<file path="config.mk">
export PLATFORM = sky130hd
export DESIGN_NAME = alu_result_fifo_4bit_flat
export DESIGN_NICKNAME = d
export VERILOG_FILES = /design/src/rtl/alu_pkg.sv /design/src/rtl/alu_result_fifo_4bit_if.sv /design/src/rtl/alu_flags_4bit.sv /design/src/rtl/alu_result_fifo_4bit.sv /design/src/flat_wrapper.sv
export SDC_FILE = /design/constraint.sdc
export NUM_CORES = 1
export LEC_CHECK = 0
export ABC_AREA = 0
export BUFFER_PORTS_ARGS = -buffer_cell sky130_fd_sc_hd__buf_2
export CORE_UTILIZATION = 45
export CTS_BUF_LIST = sky130_fd_sc_hd__clkbuf_4
export CTS_CLUSTER_SIZE = 16
export DETAILED_ROUTE_END_ITERATION = 8
export PLACE_DENSITY_LB_ADDON = 0.25
export SKIP_LAST_GASP = 1
export SLEW_MARGIN = 20
export SYNTH_ARGS = -nofsm -noshare
export SYNTH_HDL_FRONTEND = slang
export SYNTH_SLANG_ARGS = --single-unit
</file>
<file path="constraint.sdc">
create_clock -name clk -period 5.2 [get_ports clk]
set_input_delay 1.04 -clock clk [delete_from_list [all_inputs] [get_ports clk]]
set_output_delay 1.04 -clock clk [all_outputs]
set_load 0.005 [all_outputs]
</file>
<file path="src/rtl/alu_pkg.sv">
// Shared ALU definitions: datapath width, opcode tags and flag bit positions.
package alu_pkg;

  localparam int ALU_WIDTH = 4;
  localparam int FLAG_W    = 2;

  // Flag bit positions inside the 2-bit {N, Z} flag field.
  localparam int FLAG_N = 1;
  localparam int FLAG_Z = 0;

  typedef enum logic [2:0] {
    PASS = 3'd0,
    ADD  = 3'd1,
    SUB  = 3'd2,
    AND  = 3'd3,
    OR   = 3'd4,
    XOR  = 3'd5,
    NOT  = 3'd6,
    SHL  = 3'd7
  } alu_op_t;

endpackage

</file>
<file path="src/rtl/alu_result_fifo_4bit_if.sv">
// Push/pop handshake bundle between the ALU, the result FIFO and its reader.
interface alu_result_fifo_4bit_if
  import alu_pkg::*;
#(
  parameter int WIDTH = ALU_WIDTH,
  parameter int DEPTH = 4,
  parameter int LVL_W = $clog2(DEPTH) + 1
);
  logic              clear;
  logic              in_valid;
  logic              in_ready;
  logic [WIDTH-1:0]  in_result;
  alu_op_t           in_op;
  logic              out_valid;
  logic              out_ready;
  logic [WIDTH-1:0]  out_result;
  alu_op_t           out_op;
  logic [FLAG_W-1:0] out_flags;
  logic [LVL_W-1:0]  level;

  // FIFO side
  modport slave (
    input  clear, in_valid, in_result, in_op, out_ready,
    output in_ready, out_valid, out_result, out_op, out_flags, level
  );

  // Producer/consumer side
  modport master (
    output clear, in_valid, in_result, in_op, out_ready,
    input  in_ready, out_valid, out_result, out_op, out_flags, level
  );
endinterface

</file>
<file path="src/rtl/alu_flags_4bit.sv">
// Combinational {N, Z} flag derivation from a signed result.
module alu_flags_4bit
  import alu_pkg::*;
#(
  parameter int WIDTH = ALU_WIDTH
) (
  input  logic [WIDTH-1:0]  result,
  output logic [FLAG_W-1:0] flags
);

  // N is the sign bit, Z is an all-zero result
  always_comb begin
    flags         = '0;
    flags[FLAG_N] = result[WIDTH-1];
    flags[FLAG_Z] = (result == '0);
  end

endmodule

</file>
<file path="src/rtl/alu_result_fifo_4bit.sv">
// Circular-buffer FIFO for ALU results with opcode tag and push-time flags.
// Handshake outputs come from registered state only; no bypass when full.
module alu_result_fifo_4bit
  import alu_pkg::*;
#(
  parameter int WIDTH = ALU_WIDTH,
  parameter int DEPTH = 4
) (
  input logic                   clk,
  input logic                   rst_n,
  alu_result_fifo_4bit_if.slave bus
);

  localparam int PTR_W = $clog2(DEPTH);
  localparam int LVL_W = PTR_W + 1;
  localparam logic [LVL_W-1:0] FULL_LVL = LVL_W'(DEPTH);

  logic [PTR_W-1:0]  wptr, rptr;
  logic [LVL_W-1:0]  lvl;
  logic [FLAG_W-1:0] in_flags;
  logic              push, pop;

  logic [WIDTH-1:0]  res_mem  [DEPTH];
  alu_op_t           op_mem   [DEPTH];
  logic [FLAG_W-1:0] flag_mem [DEPTH];

  alu_flags_4bit #(.WIDTH(WIDTH)) u_flags (
    .result (bus.in_result),
    .flags  (in_flags)
  );

  assign bus.in_ready  = (lvl != FULL_LVL);
  assign bus.out_valid = (lvl != '0);
  assign bus.level     = lvl;

  // clear takes priority and swallows any same-cycle transfer
  assign push = bus.in_valid  && bus.in_ready  && !bus.clear;
  assign pop  = bus.out_ready && bus.out_valid && !bus.clear;

  // Pointer and occupancy bookkeeping; pointers wrap naturally at DEPTH
  always_ff @(posedge clk or negedge rst_n) begin
    if (!rst_n) begin
      wptr <= '0;
      rptr <= '0;
      lvl  <= '0;
    end else if (bus.clear) begin
      wptr <= '0;
      rptr <= '0;
      lvl  <= '0;
    end else begin
      if (push) wptr <= wptr + PTR_W'(1);
      if (pop)  rptr <= rptr + PTR_W'(1);
      case ({push, pop})
        2'b10:   lvl <= lvl + LVL_W'(1);
        2'b01:   lvl <= lvl - LVL_W'(1);
        default: lvl <= lvl;
      endcase
    end
  end

  // Entry storage; contents are qualified by lvl so no reset is needed
  always_ff @(posedge clk) begin
    if (push) begin
      res_mem[wptr]  <= bus.in_result;
      op_mem[wptr]   <= bus.in_op;
      flag_mem[wptr] <= in_flags;
    end
  end

  // Head data is forced to zero whenever the FIFO is empty
  always_comb begin
    bus.out_result = '0;
    bus.out_op     = PASS;
    bus.out_flags  = '0;
    if (bus.out_valid) begin
      bus.out_result = res_mem[rptr];
      bus.out_op     = op_mem[rptr];
      bus.out_flags  = flag_mem[rptr];
    end
  end

endmodule

</file>
<file path="src/flat_wrapper.sv">
// flat-port wrapper written by rule: the top's interface ports become plain ports
module alu_result_fifo_4bit_flat import alu_pkg::*;
#(
  parameter int WIDTH = ALU_WIDTH,
  parameter int DEPTH = 4
)
  (clk, rst_n, bus_clear, bus_in_valid, bus_in_result, bus_in_op, bus_out_ready, bus_in_ready, bus_out_valid, bus_out_result, bus_out_op, bus_out_flags, bus_level);
  alu_result_fifo_4bit_if #(.WIDTH(WIDTH), .DEPTH(DEPTH)) bus_i ();
  input logic clk;
  input logic rst_n;
  input wire logic [$bits(bus_i.clear)-1:0] bus_clear;
  input wire logic [$bits(bus_i.in_valid)-1:0] bus_in_valid;
  input wire logic [$bits(bus_i.in_result)-1:0] bus_in_result;
  input wire logic [$bits(bus_i.in_op)-1:0] bus_in_op;
  input wire logic [$bits(bus_i.out_ready)-1:0] bus_out_ready;
  output wire logic [$bits(bus_i.in_ready)-1:0] bus_in_ready;
  output wire logic [$bits(bus_i.out_valid)-1:0] bus_out_valid;
  output wire logic [$bits(bus_i.out_result)-1:0] bus_out_result;
  output wire logic [$bits(bus_i.out_op)-1:0] bus_out_op;
  output wire logic [$bits(bus_i.out_flags)-1:0] bus_out_flags;
  output wire logic [$bits(bus_i.level)-1:0] bus_level;
  assign bus_i.clear = bus_clear;
  assign bus_i.in_valid = bus_in_valid;
  assign bus_i.in_result = bus_in_result;
  assign bus_i.in_op = bus_in_op;
  assign bus_i.out_ready = bus_out_ready;
  assign bus_in_ready = bus_i.in_ready;
  assign bus_out_valid = bus_i.out_valid;
  assign bus_out_result = bus_i.out_result;
  assign bus_out_op = bus_i.out_op;
  assign bus_out_flags = bus_i.out_flags;
  assign bus_level = bus_i.level;
  alu_result_fifo_4bit #(.WIDTH(WIDTH), .DEPTH(DEPTH)) u_core (.clk(clk), .rst_n(rst_n), .bus(bus_i));
endmodule
</file>
# ---- Word level (Yosys, flattened, before mapping)
# Memories as Yosys holds them, arrays and structs flattened.
# Cells that the tools add are included.
dict set report word_totals {
  regBits 7
  ramBits 36
  inputBits 12
  out_inout_bits 14
  elab_cells 34
  memories 3
}
dict set report classes {
  addsub 4
  eq_ne 3
  muxes 11
  reduce_logical 10
}
# memory words word_bits read_ports rd_clocked_by_memory_dff wr line_no
set mem_list {}
lappend mem_list {u_core.res_mem 4 4 1 0 1 alu_result_fifo_4bit.sv:23} ;# logic [WIDTH-1:0] res_mem [DEPTH];
lappend mem_list {u_core.op_mem 4 3 1 0 1 alu_result_fifo_4bit.sv:24} ;# alu_op_t op_mem [DEPTH];
lappend mem_list {u_core.flag_mem 4 2 1 0 1 alu_result_fifo_4bit.sv:25} ;# logic [FLAG_W-1:0] flag_mem [DEPTH];
# op n
set ops {}
lappend ops {{$mux W2} 5}
lappend ops {{$mux W3} 2}
lappend ops {{$pmux W3 S2} 1}
lappend ops {{$reduce_bool A3 Y1} 2}
lappend ops {{$add A2 B1 Y2 const B} 2}
lappend ops {{$logic_and A1 B1 Y1} 4}
lappend ops {{$logic_not A4 Y1} 1}
lappend ops {{$mux W4} 1}
lappend ops {{$reduce_bool A2 Y1} 2}
lappend ops {{$add A3 B1 Y3 const B} 1}
lappend ops {{$ne A3 B3 Y1 const B} 1}
lappend ops {{$sub A3 B1 Y3 const B} 1}
lappend ops {{$eq A2 B1 Y1 const B} 1}
lappend ops {{$eq A2 B2 Y1 const B} 1}
lappend ops {{$mux W1} 2}
lappend ops {{$logic_not A1 Y1} 1}

# ---- Longest topological paths before layout
# Gate-level depths: netlist (run 1).
dict set report logic_depth {
  word_depth 6
  mapped_depth 9
  depth_no_buf 7
}

# ---- Modules after synthesis
# Synthesis (run 1) repeated with hierarchy kept, for this count alone.
dict set report hier_totals {
  cells_unflattened 122
  area_unflattened_um2 1946.9
}
# mod n_inst cells_per_inst area_each_um2 seq_area_each_um2
set by_module_without_submodules {}
lappend by_module_without_submodules {alu_result_fifo_4bit 1 120 1926.8 1256.2}
lappend by_module_without_submodules {alu_flags_4bit 1 2 20.0 0.0}

# ---- Worst setup path before layout (run 1)
# Ideal clock, no wire load.
dict set report synth_path {
  path_kind {input-to-reg}
  start {input port bus_in_valid}
  end {register u_core.lvl[1] (netlist: u_core.bus.level[1])}
  setup_ps 125
  arrival_ps 2328
  t_required_ps 5075
  path_slack_ps 2746
  path_stages 6
  path_buffers 1
  path_cell_list {buf_4 o21ai_0 nor3b_1 fa_1 o22ai_1 a2111oi_0}
}
dict set report synth_between {
  elab_chain_len 5
  word_cells_on_any_way 7
  cone_classes {eq/ne (2); mux (2); reduce/logical (3)}
}
# item line_no
set synth_lines {}
lappend synth_lines {{from (decl)} flat_wrapper.sv:12} ;# input wire logic [$bits(bus_i.in_valid)-1:0] bus_in_valid;
lappend synth_lines {{$logic_and A1 B1 Y1 * (2 in series)} alu_result_fifo_4bit.sv:37} ;# assign push = bus.in_valid && bus.in_ready && !bus.clear;
lappend synth_lines {{$eq A2 B1 Y1 or $eq A2 B2 Y1 (tied branches)} alu_result_fifo_4bit.sv:53} ;# case ({push, pop})
lappend synth_lines {{$pmux W3 S2} alu_result_fifo_4bit.sv:53}
lappend synth_lines {{$mux W3} alu_result_fifo_4bit.sv:46} ;# end else if (bus.clear) begin
lappend synth_lines {{to (signal assigned)} alu_result_fifo_4bit.sv:54} ;# 2'b10: lvl <= lvl + LVL_W'(1);
lappend synth_lines {{to (signal assigned)} alu_result_fifo_4bit.sv:55} ;# 2'b01: lvl <= lvl - LVL_W'(1);
lappend synth_lines {{to (signal assigned)} alu_result_fifo_4bit.sv:56} ;# default: lvl <= lvl;
lappend synth_lines {{to (decl)} alu_result_fifo_4bit.sv:19} ;# logic [LVL_W-1:0] lvl;
# Every way passes the cells marked *; elsewhere a longest branch is shown, timed or not.
# A chain may end at the register's enable or synchronous reset.

# ---- Final worst setup path (run 1)
dict set report layout_path {
  start {register u_core.rptr[0]}
  end {output port bus_out_result[0]}
}
dict set report layout_between {
  elab_chain_len 2
}
# item line_no
set layout_lines {}
lappend layout_lines {{from (decl)} alu_result_fifo_4bit.sv:18} ;# logic [PTR_W-1:0] wptr, rptr;
lappend layout_lines {{from (signal assigned)} alu_result_fifo_4bit.sv:52} ;# if (pop) rptr <= rptr + PTR_W'(1);
lappend layout_lines {{$mem_v2 Z4 W4} -}
lappend layout_lines {{$mux W4} alu_result_fifo_4bit.sv:75} ;# if (bus.out_valid) begin
lappend layout_lines {{to (decl)} flat_wrapper.sv:18} ;# output wire logic [$bits(bus_i.out_result)-1:0] bus_out_result;
# Every way passes these cells.

==> results of run 1 <==
[critical path: stages, from the launching register on]
cell and delay [ps]:
dfrtp_1 740, mux4_2 580, and2_1 160, buf_2 120
[sequential cells by signal (all words and copies together), names as in the netlist]
register / flops
u_core.op_mem: 12
u_core.res_mem: 13
u_core.bus.level: 3
u_core.flag_mem: 7
u_core.rptr: 2
u_core.wptr: 2
[cell type report]
type / count / area [um2]
tap: 48 / 60.06
timing repair buffer: 25 / 125.1
clock buffer: 7 / 52.55
clock inverter: 1 / 5.005
fill: 345 / 1748
multi-input combinational: 70 / 605.6
sequential: 39 / 1136
inverter: 3 / 11.26
[metrics by stage]
| step | cell area [um2] | setup WS [ps] | hold WS, ps |
|---|---|---|---|
| finish | 1996 | 2213 | 509.9 |
| global route | 1996 | 2070 | 493.5 |
| CTS | 1996 | 2168 | 508.9 |
| detailed placement | 1938 | 2442 | 571.6 |
| global placement | 1938 | 2557 | 559.7 |
| floorplan | 1808 | 2746 | 542.5 |
[synthesized netlist by cell type (all sizes together)]
master	number
a32oi	1
nand3	4
buf	8
xor2	3
o22ai	2
nor3b	2
dfrtp	7
o21ai	2
a21o	1
nand2b	1
xnor2	1
inv	3
nand3b	1
and2	12
nand2	8
or2b	1
fa	1
a21oi	4
a31oi	1
a2111oi	2
clkbuf	1
mux4	8
nor4	1
or3	1
o211ai	1
nor2	6
edfxtp	32
or3b	1
and3b	1
ha	4
[report_power, final]
group | internal (W) | total, W | leakage, nW | switching, W
Sequential | 0.000352 | 0.000373 | 0.387 | 0.0000206
Combinational | 0.0000574 | 0.000107 | 0.321 | 0.0000493
Clock | 0.0000632 | 0.000159 | 0.0361 | 0.0000956
Total | 0.000473 | 0.000639 | 0.744 | 0.000166
[layer usage]
metal | global-route usage (%) | vias to the layer above | share of wire, %
met2 | 27.71 | 29 | 51
met3 | 5.729 | 6 | 4.3
li1 | - | 495 | -
met4 | 6.522 | 0 | 1.7
met1 | 21.48 | 518 | 43
met5 | 0 | - | 0
[path summary, 6_finish.rpt]
check	startpoint	to
setup / recovery	u_core.rptr[0]	bus_out_result[0]
min in group clk	u_core.wptr[1]	u_core.wptr[1]
hold reg to reg	u_core.wptr[1]	u_core.wptr[1]
hold / removal	rst_n	u_core.wptr[1]
max in group asynchronous	rst_n	u_core.rptr[0]
setup reg to reg	u_core.bus.level[0]	u_core.bus.level[1]
[cells by family (layout without fill, tap and decap cells)]
| kind of cell | Yosys count | after routing |
|---|---|---|
| XOR/XNOR | 4 | 4 |
| adder cells (fa/ha/maj) | 5 | 5 |
| multiplexers | 8 | 8 |
| flip-flops | 39 | 39 |
| AND/OR/NAND/NOR | 39 | 39 |
| buffers and inverters | 12 | 36 |
| AO/OA/AOI/OAI | 14 | 14 |
[layout by cell type, fill, tap and decap left out, types with 4 or more instances in the layout]
cell	count
edfxtp_1	32
a21oi_1	4
nand2_1	7
mux4_2	8
nand3_1	4
buf_2	25
ha_1	4
nor2_1	6
clkbuf_4	7
dfrtp_1	7
and2_1	11
==> impl_metrics.ini, run 1 <==
[synth]
ys_seq_area_share_pct = 62.84
syn_inst = 121
yosysTopAreaCell = edfxtp_1
synth_top_family_by_area = simple AND/OR/NAND/NOR gates
synth.avg_cell_area_um2 = 14.94
ys_seq_elements = 39
synth_xor_area_share_pct = 1.938
syn_nets = 138
netlist_area_um2 = 1808
synth_warnings = 0
synth_compound_area_share_pct = 4.983
synth_cell_types = 35
synth_top_area_share_pct = 53.15
synthSimpleGateAreaFrac_pct = 12.73
synth_area_leaders = edfxtp_1 (53%), mux4_2 (10%), dfrtp_1 (9.7%)
yosys.area_share.adder_pct = 3.875
synth_mux_area_share_pct = 9.965

[status]
status = completed

[die]
start_util_pct = 48.30
ioPinCount = 26
num_rows = 22
dieArea_um2 = 4275
die_width_um = 65.39
core_um2 = 3744
fp.dieH_um = 65.39

[route]
drt-pass1-iter-count = 4
vias = 1048
postRouteAntennaNets = 0
drc = 0
routed_wl_um = 3110
drt_iter0_drc = 46
via_per_inst = 5.430
wl_per_cell_um = 16.11

[cells_and_area]
area_growth_pct = 10.38
n_antenna_cell = 0
postLayoutCoreUtil_pct = 53.31
nets = 161
layout.cells.non_filler = 193
drive_above_1_share_pct = 31.72

[setup_path]
crit_path_start_kind = register
critical_path_arrival_ps = 1950
crit_fanout = 10
criticalPathCategory = reg -> out
crit_path_end_kind = output pin
reg2reg_depth = 6
required_ps = 4160
reg2reg_slack_ps = 2870

[clocking]
cts_hold_buf = 0
cts_tree = yes
cts-buffers-inserted = 5
clk_pin_slew_worst_paths_ps = 110
postCtsSetupBuffers = 0
htree_levels = 2
cts_resized = 0
cts_sinks = 39
cts_buffer_depth = 2
cts-root-buf = clkbuf_4
clkLatencyLatePin_ps = 340

[placement]
routabilityCongestion = 0.7836
placed_cells = 185
port_buffers = 25
hpwl_um = 2116

[sta]
finalSetupViolCount = 0
fin_tns_setup_ps = 0
drv_slew = 0
fin_skew_ps = 7.456
min_period_ps = 2987
maxSlewHeadroom_pct = 58.21
grt_setup_unrepaired = false
fmax_ghz = 0.3348
hold_viol = 0
fin_crit_sh_pct = 57.44
worst_slew_pin_slew_ps = 621.1

[grt]
antenna_found_initial = 0
grt_pass1_vias = 1026
grt_start_max_net_pins = 16
grt_pass1_wl_um = 5119
grtUsageTotal_pct = 17.21
globalRouteOverflowTotal = 0

[power_and_ir_drop]
power.total_w = 0.0006385
leakage_nw = 0.7437
power_density_nw_per_um2 = 320.0
irDropWorstVdd_v = 0.0001853

[min_path]
hold_class = in -> async

[flow_run]
max-cap-violations = 0
(Power assumes the default switching activity.)
==> inputs of run 2 (changes only) <==
ABC_AREA = 1   (was 0)
clock period = 2.6 ns   (was 5.2 ns; I/O delays follow)
==> run 2 against run 1 <==
Net effect:
- combinational power grew to 5.1 times the previous value
- flip-flop and latch count unchanged
- worst setup slack got worse by 1800 ps
- critical path type unchanged
==> impl_metrics.ini, run 2 <==
[clocking]
cts_tree = yes
clk_pin_slew_worst_paths_ps = 120
cts-buffers-inserted = 5
postCtsSetupBuffers = 0
cts_buffer_depth = 2
cts_sinks = 39
clkLatencyLatePin_ps = 340
cts-root-buf = clkbuf_4
htree_levels = 2

[synth]
synth_warnings = 0
synth_top_area_share_pct = 53.89
ys_seq_elements = 39
synth_flop_cell = edfxtp_1
synth_edf_count = 32
syn_inst = 160
syn_nets = 177
yosysTopAreaCell = edfxtp_1
async_reset_ff_share_pct = 17.95
ys_seq_area_share_pct = 63.72
synth.avg_cell_area_um2 = 11.14
synth_cell_types = 25
yosysMostFrequentCell = nor2_1
synth_commonest_cells = nor2_1 (40), edfxtp_1 (32), nand2_1 (11), o21ai_1 (11)
netlist_area_um2 = 1783
synth_area_leaders = edfxtp_1 (54%), dfrtp_1 (9.8%), nor2_1 (8.4%)

[grt]
grt_pass1_vias = 1233
grt_pass1_wl_um = 5830
antenna_found_initial = 0
grt_start_max_net_pins = 17
globalRouteOverflowTotal = 0
grtUsageTotal_pct = 19.50

[die]
ioPinCount = 26
fp.dieH_um = 64.95
die_width_um = 64.95
start_util_pct = 47.63
dieArea_um2 = 4218
core_um2 = 3744
num_rows = 22

[cells_and_area]
area_growth_pct = 16.00
drive_above_1_share_pct = 28.35
regMostFlops = u_core.res_mem
layout.cells.non_filler = 242
largest_reg_flops = 13
nets = 210
largest_registers = u_core.res_mem x13, u_core.op_mem x12, u_core.flag_mem x7
final_cell_mix = nor2_1 (40), edfxtp_1 (32), buf_2 (25)
final_common_cell = nor2_1
n_antenna_cell = 0

[route]
via_per_inst = 5.037
drc = 0
routed_wl_um = 3596
drt-pass1-iter-count = 4
vias = 1219
drt_iter0_drc = 45
postRouteAntennaNets = 0
wl_per_cell_um = 14.86

[setup_path]
crit_fanout = 8
crit_slowest_cell = dfrtp_1
critPathMaxStageDelay_ps = 490
setup.worst_path.start = u_core.bus.level[0]
criticalPathCategory = reg -> out
critical_path_arrival_ps = 1690
worstReg2RegStart = u_core.bus.level[0]
crit_path_start_kind = register
crit_family = flip-flops
worst-path-buf-inv = 2
required_ps = 2080
crit_path_end_kind = output pin
crit_path_cell_trace = nor2_4 -> nand2_2 -> inv_1 -> a21oi_1 -> buf_2

[sta]
min_period_ps = 2212
drv_slew = 0
worst_slew_pin_slew_ps = 594.2
maxSlewHeadroom_pct = 60.02
hold_ws_ps = 381.9
fin_tns_setup_ps = 0
fin_skew_ps = 6.768
finalSetupViolCount = 0
fmax_ghz = 0.4521
grt_setup_unrepaired = false
hold_viol = 0
fin_crit_sh_pct = 85.06

[placement]
placed_cells = 233
hpwl_um = 2512
port_buffers = 25
routabilityCongestion = 0.7775

[status]
status = completed

[min_path]
hold_class = in -> reg
hp-start = bus_in_op[0]

[flow_run]
max-cap-violations = 0

[power_and_ir_drop]
leakage_nw = 0.8482
power_density_nw_per_um2 = 847.0
irDropWorstVdd_v = 0.0005171
==> run 2: path summary, 6_finish.rpt <==
kind | to | slack (ps) | cells past startpoint
min in group asynchronous | u_core.bus.level[0] | 530 | 2
worst max-delay path | bus_out_flags[0] | 390 | 5
worst min register to register | u_core.wptr[0] | 630 | 3
worst max register to register | u_core.bus.level[2] | 600 | 11
worst min-delay path | u_core.op_mem[2][0] | 380 | 1
max in group asynchronous | u_core.rptr[1] | 1910 | 2
==> run 2: stage by stage <==
stage               area [um2]  power (W)  utilization, %  setup WS (ps)
floorplan                 1783   0.001158               -          816.9
global placement          1977   0.001345           52.81          698.0
detailed placement        1977   0.001367           52.81          529.8
CTS                       2068   0.001767           55.25          378.3
global route              2068   0.001863           55.25          218.9
finish                    2068   0.001752           55.25          388.3
==> run 2: final cells by class <==
type	count	area [um2]
fillers	335	1675
inverters	14	66.31
well taps	48	60.06
clock inverters	3	43.79
repair buffers	31	172.7
clock buffers	5	37.54
multi-input cells	102	551.8
flip-flops and latches	39	1136
==> run 2: timing repair <==
item / in CTS / in global routing
endpoints found under the setup margin: 0 / 0
resized for setup: 0 / 0
endpoints found under the hold margin: 7 / 0
hold buffers: 1 / 0
==> run 2: report_power, final <==
part / leakage [nW] / internal [W] / total, W / switching (W)
registers: 0.384 / 0.000733 / 0.000803 / 0.0000702
clock network: 0.0452 / 0.000202 / 0.000405 / 0.000203
logic: 0.419 / 0.000214 / 0.000543 / 0.000329
==> run 2: layer usage <==
layer  global-route usage [%]  share of wire (%)
met5                        0                  0
met1                    22.13                 42
met2                    35.55                 53
met3                    4.754                4.6
met4                    6.111                1.1
==> run 2: cell families (layout without fill, tap and decap cells) <==
kind of cell	after synthesis	after routing	synth area share, %
DFF	39	39	63.72
and+or+nand+nor	62	62	15.86
adders and majority gates	5	5	3.930
xor gates and xnor gates	1	1	0.4913
buffers and inverters	19	53	5.333
AOI/OAI and AO/OA	34	34	10.67
==> inputs of run 3 (changes only) <==
ABC_AREA = default   (was 1)
TNS_END_PERCENT = 5   (was default)
==> run 3 against run 2 <==
Net effect:
- flip-flop and latch count unchanged
- cell area down 2.2%
- sequential share of layout area is 1.3 points higher
- maximum frequency fell by 4.5%
- highest routed layer unchanged
- largest cell class unchanged
- clock skew about the same
==> impl_metrics.ini, run 3 (synthesis results as in run 1) <==
[status]
status = completed

[cells_and_area]
n_antenna_cell = 0
nets = 164
postLayoutCoreUtil_pct = 54.01
final_common_cell = edfxtp_1
final_area_um2 = 2022
final_cell_mix = edfxtp_1 (32), buf_2 (25), and2_1 (11)
drive_above_1_share_pct = 33.11
regArea_um2 = 1137
num-fill-cells = 320
largest_reg_flops = 13
layout.cells.non_filler = 196
regMostFlops = u_core.res_mem
multiInputGateArea_um2 = 605.6
area_growth_pct = 11.83
largest_registers = u_core.res_mem x13, u_core.op_mem x12, u_core.flag_mem x7

[sta]
finalSetupViolCount = 0
hold_viol = 0
worst_slack_ps = 283.6
fin_crit_sh_pct = 89.09
drv_slew = 0
fin_skew_ps = 6.829
worst_slew_pin_slew_ps = 530.9
fin_tns_setup_ps = 0
fmax_ghz = 0.4317
maxSlewHeadroom_pct = 64.28
min_period_ps = 2316
grt_setup_unrepaired = false

[clocking]
cts_sinks = 39
clk_pin_slew_worst_paths_ps = 110
cts_buffer_depth = 2
htree_levels = 2
cts-root-buf = clkbuf_4
cts-buffers-inserted = 5
postCtsSetupBuffers = 0
clkLatencyLatePin_ps = 340
cts_tree = yes

[route]
dr.max_layer_used = met4
postRouteAntennaNets = 0
drc = 0
routed_wl_um = 3026
wl_per_cell_um = 15.44
via_per_inst = 5.393
wl_met2_um = 1533
wl_met3_um = 153
m1WireLength_um = 1302
vias = 1057
drt_iter0_drc = 37
drt-pass1-iter-count = 4

[setup_path]
crit_path_start_kind = register
crit_fanout = 11
crit_path_end_kind = register
critical_path_arrival_ps = 2530
criticalPathCategory = reg -> reg
crit_path_cell_trace = or3_4 -> nand2_2 -> nor3b_1 -> fa_1 -> o22ai_1 -> a2111oi_0
crit_slowest_cell = dfrtp_1
critPathMaxStageDelay_ps = 520
required_ps = 2810

[grt]
globalRouteOverflowTotal = 0
grtUsageTotal_pct = 16.78
grt_pass1_vias = 1046
grt_pass1_wl_um = 5106
grt_start_max_net_pins = 15
antenna_found_initial = 0

[die]
start_util_pct = 48.30
die_width_um = 65.39
fp.dieH_um = 65.39
ioPinCount = 26
num_rows = 22
core_um2 = 3744
dieArea_um2 = 4275

[placement]
place_area_um2 = 1953
routabilityCongestion = 0.7155
dp_slack_ps = 216.9
hpwl_um = 2101
placed_cells = 187
port_buffers = 25

[power_and_ir_drop]
leakage_nw = 0.7520
irDropWorstVdd_v = 0.0003068
power_density_nw_per_um2 = 629.0

[min_path]
hold_class = in -> reg

[flow_run]
max-cap-violations = 0
[run 3: changes by cell type in the layout (fill, tap and decap cells not counted), sizes merged, moves of 8 or more]
cell / change
inv: -10
nand2: -9
and2: +12
mux4: +8
o21ai: -19
nor2: -36
[run 3: stage by stage]
| step | hold WS, ps | power (W) |
|---|---|---|
| 2_1_floorplan | 224.4 | 0.0009125 |
| 6_report | 393.7 | 0.001272 |
| 4_1_cts | 375.9 | 0.001288 |
| 5_1_grt | 367.6 | 0.001344 |
| 3_5_place_dp | 371.9 | 0.0009828 |
| 3_3_place_gp | 367.8 | 0.0009762 |
[run 3: final timing paths]
path	startpoint	to	slack [ps]	cells past startpoint
worst max-delay path	u_core.bus.level[0]	u_core.bus.level[1]	280	6
worst max register to register	u_core.bus.level[0]	u_core.bus.level[1]	280	6
worst min register to register	u_core.wptr[1]	u_core.wptr[1]	600	2
max in group asynchronous	rst_n	u_core.rptr[0]	1860	2
worst min-delay path	bus_in_op[1]	u_core.op_mem[0][1]	390	1
min in group asynchronous	rst_n	u_core.bus.level[1]	550	2
[run 3: worst max-delay path: cells and delay by family, from the launching register on]
family / cells / cell delay [ps]
AOI/OAI and AO/OA: 2 / 520
adders and majority gates: 1 / 500
DFF: 1 / 520
and+or+nand+nor: 3 / 660
[run 3: what timing repair did]
| item | in CTS | in global routing |
|---|---|---|
| setup endpoints to repair | 0 | 2 |
| endpoints found under the hold margin | 7 | 0 |
| hold buffers | 1 | 0 |
| resized for setup | 0 | 1 |
[run 3: report_power, final]
part,internal (W),total (W),switching (W)
clock network,0.000115,0.000306,0.000191
logic,0.000120,0.000222,0.000102
registers,0.000705,0.000744,0.0000387
[run 3: layout make-up]
cell class / count / share of cell area [%]
clock buffer: 6 / 2.228
inverter: 3 / 0.5569
sequential: 39 / 56.25
tap: 48 / 2.970
clock inverter: 2 / 0.6188
multi-input combinational: 70 / 29.95
timing repair buffer: 28 / 7.426
[run 3: per-layer routing]
layer	GRT usage, %	vias up
met4	5.707	0
met3	4.861	5
li1	-	503
met1	21.66	519
met5	0	-
met2	27.06	30
